===== config.mk =====
export PLATFORM = sky130hd
export DESIGN_NAME = jy61p_frame_parser
export DESIGN_NICKNAME = d
export VERILOG_FILES = /design/src/rtl/jy61p_frame_parser.sv
export SDC_FILE = /design/constraint.sdc
export NUM_CORES = 1
export LEC_CHECK = 0
export CAP_MARGIN = 15
export CORE_MARGIN = 3
export CORE_UTILIZATION = 30
export DETAILED_ROUTE_END_ITERATION = 6
export SYNTH_ARGS = -nofsm -noshare
export SYNTH_HDL_FRONTEND = slang
export SYNTH_SLANG_ARGS = --single-unit

===== constraint.sdc =====
create_clock -name clk -period 3.45 [get_ports clk]
set_clock_uncertainty 0.1 [all_clocks]
set_input_delay 0.8625 -clock clk [delete_from_list [all_inputs] [get_ports clk]]
set_output_delay 0.8625 -clock clk [all_outputs]
set_load 0.02 [all_outputs]

===== src/rtl/jy61p_frame_parser.sv =====
// rtl/jy61p_frame_parser.sv - JY61P IMU 11-byte frame reassembler, checksum validator and register latch
//
// Purpose:
//   Turns the uart_recv byte stream (uart_done level + uart_data) into JY61P frames
//   (0x55, type, 8 data bytes = 4 x int16 little-endian, checksum), checks the 8-bit
//   running sum and latches the accel (0x51), gyro (0x52) and angle (0x53) groups.
//   Each group update is flagged with a one-cycle *_vld pulse; a bad checksum gives
//   a one-cycle csum_err pulse.
//
// Optional feature macro: JY61P_ERR_CNT_EN (adds err_clr / err_cnt checksum error counter)
//
// Ports:
//   clk                 in   1   system clock
//   rstn                in   1   asynchronous active-low reset
//   uart_done           in   1   byte-valid level, may stay high for many cycles
//   uart_data           in   8   received byte, valid while uart_done=1
//   acc_x/acc_y/acc_z   out  16  words 0..2 of a type 0x51 frame
//   temp                out  16  word 3 of a type 0x51 frame
//   gyro_x/gyro_y/gyro_z out 16  words 0..2 of a type 0x52 frame
//   roll/pitch/yaw      out  16  words 0..2 of a type 0x53 frame
//   acc_vld/gyro_vld/angle_vld out 1  one-cycle pulse on group update
//   csum_err            out  1   one-cycle pulse on checksum mismatch
//   err_clr             in   1   (JY61P_ERR_CNT_EN) synchronous clear of err_cnt
//   err_cnt             out  16  (JY61P_ERR_CNT_EN) saturating checksum error count

module jy61p_frame_parser #(
  parameter int TIMEOUT_CYC = 50000
) (
  input  logic        clk,
  input  logic        rstn,
  input  logic        uart_done,
  input  logic [7:0]  uart_data,
  output logic [15:0] acc_x,
  output logic [15:0] acc_y,
  output logic [15:0] acc_z,
  output logic [15:0] temp,
  output logic [15:0] gyro_x,
  output logic [15:0] gyro_y,
  output logic [15:0] gyro_z,
  output logic [15:0] roll,
  output logic [15:0] pitch,
  output logic [15:0] yaw,
  output logic        acc_vld,
  output logic        gyro_vld,
  output logic        angle_vld,
`ifdef JY61P_ERR_CNT_EN
  input  logic        err_clr,
  output logic [15:0] err_cnt,
`endif
  output logic        csum_err
);

  localparam int          CW       = (TIMEOUT_CYC > 1) ? $clog2(TIMEOUT_CYC) : 1;
  localparam logic [CW-1:0] TMO_LAST = CW'(TIMEOUT_CYC - 1);
  localparam logic [7:0]  HEAD     = 8'h55;
  localparam logic [7:0]  T_ACC    = 8'h51;
  localparam logic [7:0]  T_GYRO   = 8'h52;
  localparam logic [7:0]  T_ANGLE  = 8'h53;

  typedef enum logic [1:0] {
    S_HEAD,
    S_TYPE,
    S_DATA,
    S_SUM
  } state_t;

  state_t        r_state;
  state_t        w_state_nxt;
  logic          r_uart_done_d;
  logic          w_stb;
  logic          w_timeout;
  logic          w_commit;
  logic          w_bad;
  logic [7:0]    r_sum;
  logic [7:0]    r_type;
  logic [2:0]    r_idx;
  logic [63:0]   r_buf;     // data byte k lives in bits [8k+7:8k]
  logic [CW-1:0] r_tmo_cnt;

  // uart_done is a level; only its rising edge represents a new byte
  assign w_stb     = uart_done & ~r_uart_done_d;
  assign w_timeout = (r_tmo_cnt == TMO_LAST);

  always_ff @(posedge clk or negedge rstn) begin
    if (!rstn) begin
      r_state <= S_HEAD;
    end else begin
      r_state <= w_state_nxt;
    end
  end

  always_comb begin
    w_state_nxt = r_state;
    w_commit    = 1'b0;
    w_bad       = 1'b0;
    case (r_state)
      S_HEAD: begin
        if (w_stb && (uart_data == HEAD)) begin
          w_state_nxt = S_TYPE;
        end
      end
      S_TYPE: begin
        if (w_stb) begin
          w_state_nxt = S_DATA;
        end
      end
      S_DATA: begin
        if (w_stb && (r_idx == 3'd7)) begin
          w_state_nxt = S_SUM;
        end
      end
      S_SUM: begin
        if (w_stb) begin
          w_state_nxt = S_HEAD;
          if (uart_data == r_sum) begin
            w_commit = 1'b1;
          end else begin
            w_bad = 1'b1;
          end
        end
      end
      default: w_state_nxt = S_HEAD;
    endcase
    // a byte arriving in the expiry cycle still counts, so timeout only acts without stb
    if (!w_stb && w_timeout) begin
      w_state_nxt = S_HEAD;
    end
  end

  always_ff @(posedge clk or negedge rstn) begin
    if (!rstn) begin
      r_uart_done_d <= 1'b0;
      r_sum         <= 8'h00;
      r_type        <= 8'h00;
      r_idx         <= 3'd0;
      r_buf         <= 64'h0;
      r_tmo_cnt     <= '0;
    end else begin
      r_uart_done_d <= uart_done;

      if (w_stb || (r_state == S_HEAD) || w_timeout) begin
        r_tmo_cnt <= '0;
      end else begin
        r_tmo_cnt <= r_tmo_cnt + 1'b1;
      end

      if (w_stb) begin
        case (r_state)
          S_HEAD: begin
            if (uart_data == HEAD) begin
              r_sum <= HEAD;
            end
          end
          S_TYPE: begin
            r_type <= uart_data;
            r_sum  <= r_sum + uart_data;
            r_idx  <= 3'd0;
          end
          S_DATA: begin
            r_buf[{r_idx, 3'b000} +: 8] <= uart_data;
            r_sum                       <= r_sum + uart_data;
            r_idx                       <= r_idx + 3'd1;
          end
          default: ;
        endcase
      end
    end
  end

  // group holding registers and strobes, updated on the checksum-byte edge
  always_ff @(posedge clk or negedge rstn) begin
    if (!rstn) begin
      acc_x     <= 16'h0;
      acc_y     <= 16'h0;
      acc_z     <= 16'h0;
      temp      <= 16'h0;
      gyro_x    <= 16'h0;
      gyro_y    <= 16'h0;
      gyro_z    <= 16'h0;
      roll      <= 16'h0;
      pitch     <= 16'h0;
      yaw       <= 16'h0;
      acc_vld   <= 1'b0;
      gyro_vld  <= 1'b0;
      angle_vld <= 1'b0;
      csum_err  <= 1'b0;
    end else begin
      acc_vld   <= w_commit && (r_type == T_ACC);
      gyro_vld  <= w_commit && (r_type == T_GYRO);
      angle_vld <= w_commit && (r_type == T_ANGLE);
      csum_err  <= w_bad;
      if (w_commit) begin
        case (r_type)
          T_ACC: begin
            acc_x <= r_buf[15:0];
            acc_y <= r_buf[31:16];
            acc_z <= r_buf[47:32];
            temp  <= r_buf[63:48];
          end
          T_GYRO: begin
            gyro_x <= r_buf[15:0];
            gyro_y <= r_buf[31:16];
            gyro_z <= r_buf[47:32];
          end
          T_ANGLE: begin
            roll  <= r_buf[15:0];
            pitch <= r_buf[31:16];
            yaw   <= r_buf[47:32];
          end
          default: ;
        endcase
      end
    end
  end

`ifdef JY61P_ERR_CNT_EN
  always_ff @(posedge clk or negedge rstn) begin
    if (!rstn) begin
      err_cnt <= 16'h0;
    end else if (err_clr) begin
      err_cnt <= 16'h0;
    end else if (w_bad && (err_cnt != 16'hFFFF)) begin
      err_cnt <= err_cnt + 16'd1;
    end
  end
`endif

endmodule


==> results of run 1 <==
==> power groups by stage <==
stage	sequential, mW	clock, mW	combinational [mW]
4_1_cts	3.65	3.08	1.21
6_report	3.65	2.98	1.20
2_1_floorplan	3.59	0	0.842
3_3_place_gp	3.70	0	1.18
3_5_place_dp	3.70	0	1.20
5_1_grt	3.69	3.22	1.34
==> per-layer routing <==
layer / vias to the layer above / track usage (%)
met2: 180 / 20.94
met5: - / 0
met3: 40 / 3.275
met1: 3496 / 19.83
met4: 4 / 3.036
li1: 3225 / -
==> critical path, cell delays in order <==
cell and delay, ps:
sky130_fd_sc_hd__clkdlybuf4s50_1 520, sky130_fd_sc_hd__ha_1 390, sky130_fd_sc_hd__nor4_4 310, sky130_fd_sc_hd__nand3_2 110, sky130_fd_sc_hd__or3_4 380, sky130_fd_sc_hd__nor3b_4 210
sky130_fd_sc_hd__buf_4 210, sky130_fd_sc_hd__buf_12 160, sky130_fd_sc_hd__mux2_2 340
==> placed cells by master (no fill, tap or decap), types with 2 or more instances in the layout <==
cell type	n
sky130_fd_sc_hd__xnor2_1	11
sky130_fd_sc_hd__o21ai_0	32
sky130_fd_sc_hd__nand3b_1	3
sky130_fd_sc_hd__clkbuf_8	7
sky130_fd_sc_hd__nand3_1	28
sky130_fd_sc_hd__a21oi_1	5
sky130_fd_sc_hd__a21o_1	2
sky130_fd_sc_hd__dfrtp_1	266
sky130_fd_sc_hd__mux2_1	80
sky130_fd_sc_hd__nand2_1	44
sky130_fd_sc_hd__nand4_1	5
sky130_fd_sc_hd__nor2_1	33
sky130_fd_sc_hd__mux2_2	128
sky130_fd_sc_hd__nor3b_4	2
sky130_fd_sc_hd__nand4b_1	2
sky130_fd_sc_hd__nor4_1	6
sky130_fd_sc_hd__clkbuf_16	29
sky130_fd_sc_hd__and3_1	11
sky130_fd_sc_hd__nor2b_1	5
sky130_fd_sc_hd__o31a_1	2
sky130_fd_sc_hd__buf_12	10
sky130_fd_sc_hd__nor3_1	8
sky130_fd_sc_hd__a31oi_1	3
sky130_fd_sc_hd__clkbuf_1	11
sky130_fd_sc_hd__clkdlybuf4s50_1	173
sky130_fd_sc_hd__xor2_1	7
sky130_fd_sc_hd__o31ai_1	2
sky130_fd_sc_hd__o21a_1	3
sky130_fd_sc_hd__ha_1	18
sky130_fd_sc_hd__clkinv_2	4
sky130_fd_sc_hd__or4_1	3
sky130_fd_sc_hd__nor4b_2	2
sky130_fd_sc_hd__buf_4	29
sky130_fd_sc_hd__inv_1	22
==> worst paths after layout <==
path / startpoint / endpoint / slack, ps / cells after the start
hold / removal: rstn / gyro_z[12] / 100 / 1
setup / recovery: uart_data[2] / temp[15] / 250 / 9
max in group asynchronous: rstn / gyro_y[3] / 2370 / 2
setup reg to reg: r_idx[0] / r_buf[35] / 590 / 6
min in group clk: temp[11] / temp[11] / 380 / 1
hold reg to reg: temp[11] / temp[11] / 380 / 1
==> registers in the layout, summed over array words and instances (netlist names), 8 cells and up <==
| signal | cells |
|---|---|
| r_type | 8 |
| acc_z | 16 |
| r_sum | 8 |
| gyro_x | 16 |
| gyro_y | 16 |
| temp | 16 |
| roll | 16 |
| r_buf | 64 |
| gyro_z | 16 |
| yaw | 16 |
| r_tmo_cnt | 16 |
| pitch | 16 |
| acc_x | 16 |
| acc_y | 16 |
==> cells by family after synthesis <==
| logic type | share of synthesized area (%) |
|---|---|
| DFF | 60.61 |
| muxes | 21.33 |
| and+or+nand+nor | 7.919 |
| AOI/OAI and AO/OA | 3.201 |
| buffers and inverters | 3.270 |
| adders and majority gates | 2.233 |
| xor gates and xnor gates | 1.436 |
==> per-stage QoR <==
stage	TNS (ps)	std cells	utilization [%]	area, sq um	hold slack [ps]
2_1_floorplan	0	790	-	10980	353.8
6_report	0	1483	40.19	14400	102.5
5_1_grt	0	1483	40.19	14400	91.49
3_5_place_dp	-33480	1430	37.61	13480	373.7
3_3_place_gp	-31160	1430	37.61	13480	366.3
4_1_cts	0	1483	40.19	14400	83.25
==> cell type report <==
type                    count  area [sq um]  area share [%]
flip-flops and latches    266          6656           46.23
multi-input cells         468          3996           27.76
repair buffers            213          2165           15.03
clock buffers              47         863.3           5.996
well taps                 461         576.8           4.006
inverters                  22         82.58          0.5736
clock inverters             6         57.56          0.3998
==> impl_metrics.toml, run 1 <==
[logic_synthesis]
synth-seq-cells = 266
synth-edff-count = 0
syn_area_sq_um = 10980
synth.top_cells.by_area = "sky130_fd_sc_hd__dfrtp_1 (61%), sky130_fd_sc_hd__mux2_2 (13%), sky130_fd_sc_hd__mux2_1 (8.2%)"
synth.yosys.seq_area_share_pct = 60.61
post-synth-top-count-cell = "sky130_fd_sc_hd__dfrtp_1"
synth_async_reset_ratio_pct = 100.0
synth.lib_cells_used.distinct = 54
synth_top_cell_area_share_pct = 60.61
synthCells = 790
postSynthAreaPerCell_sq_um = 13.90
synth_ff_type = "sky130_fd_sc_hd__dfrtp_1"
yosysTopAreaCell = "sky130_fd_sc_hd__dfrtp_1"
synth_common_cells = "sky130_fd_sc_hd__dfrtp_1 (266), sky130_fd_sc_hd__mux2_2 (128), sky130_fd_sc_hd__mux2_1 (80)"
ys_warn_count = 0
syn-num-nets = 820

[timing]
tightestPinTransition_ps = 624.7
fmax_mhz = 312.4
max_slew_margin_pct = 58.16
report.final.hold_viol_count = 0
final.min_clock_period_ps = 3201
fin_ws_ps = 249.0
final_max_slew_viol_count = 0
rsz_0062_raised_after_global_routing = "no"
post-route-period-util_pct = 92.78
final-setup-viol-count = 0

[global_route]
number_of_global_route_vias_before_repair = 7163
grt_usage_pct = 13.69
gr_overflow_total = 0
pin_count_of_the_biggest_net_entering_global_routing = 81
grt_pass1_wl_um = 42390
antenna_found_initial = 2

[pwr]
internal_power_mw = 5.686
seqPwrFrac_pct = 46.6
power_frac_comb_pct = 15.3
ir_worst_vdd_v = 0.0004286
clock_power_share_pct = 38.1
design_power_total_mw = 7.824
leakagePower_nw = 6.850
power_density_nw_per_um2 = 543.4
power.share.switching_pct = 27.33
total_switching_power_mw = 2.138

[cts]
cts.sink_count = 266
clk_latency_ps = 540
postCtsHoldBufs = 0
clockRootBuffer = "sky130_fd_sc_hd__clkbuf_16"
max-clock-path-buffers = 3
cts-resized-gates = 0
clk_pin_slew_worst_paths_ps = 60
post_cts_buffers = 0
cts_tree = "done"
htreeDepth = 1
numCtsBuffers = 29

[cells_and_area]
layout-drive-gt1-share_pct = 21.62
synthToLayoutAreaGrowth_pct = 31.10
insertedDiodeCount = 0
layout.nets = 1030
n_fill_cell = 3358

[route]
drt_first_iter_violations = 382
routedWlPerCell_um = 18.02
routed-via-count = 6945
final_antenna_net_count = 0
avgViaCountPerCell = 4.683
routed_met1_length_um = 12580
top_signal_layer_used = "met5"
drc = 0
detailroute.wirelength.met2_um = 11750
routed_wl_um = 26730
firstDrtPassIters = 4
routed-wl-met3_um = 1840

[worst_setup_path]
worstPathMaxFanout = 13
cp_data_required_time_ps = 3770
cp-start-kind = "input pin"
crit_arrival_ps = 3520
setup.worst_path.end_class = "flop"
worst-setup-path-type = "input pin to flop"

[die]
die_h_um = 197.3
floorplan.die_area_sq_um = 38940
std_cell_rows = 69
initial_utilization_pct = 30.65
floorplan.io_pins = 175
placeableCoreArea_sq_um = 35830
horizontal_extent_of_the_die_um = 197.3

[place]
gp_routability_congestion = 0.7768
half_perimeter_wire_length_after_detailed_placement_um = 18640
number_of_port_buffers = 174
dpl_worst_slack_ps = -330.6

[outcome]
status = "complete, no violations"

[job]
max_cap_viol_count = 0

[worst_hold_path]
worstHoldPathType = "input pin to asynchronous set/reset pin"
Note: power is estimated with default switching activity, not from simulation.
==> run 2: changes to the inputs <==
==> constraint.sdc (replaced) <==
create_clock -name clk -period 3.45 [get_ports clk]
set_clock_uncertainty 0.1 [all_clocks]
set_input_delay 0.8625 -clock clk [delete_from_list [all_inputs] [get_ports clk]]
set_output_delay 0.8625 -clock clk [all_outputs]
set_load 0.01 [all_outputs]
==> results of run 2 <==
The final DEF is identical to that of run 1. Status: complete, no violations.
Among the figures that moved: total power 7.824 mW -> 7.822 mW
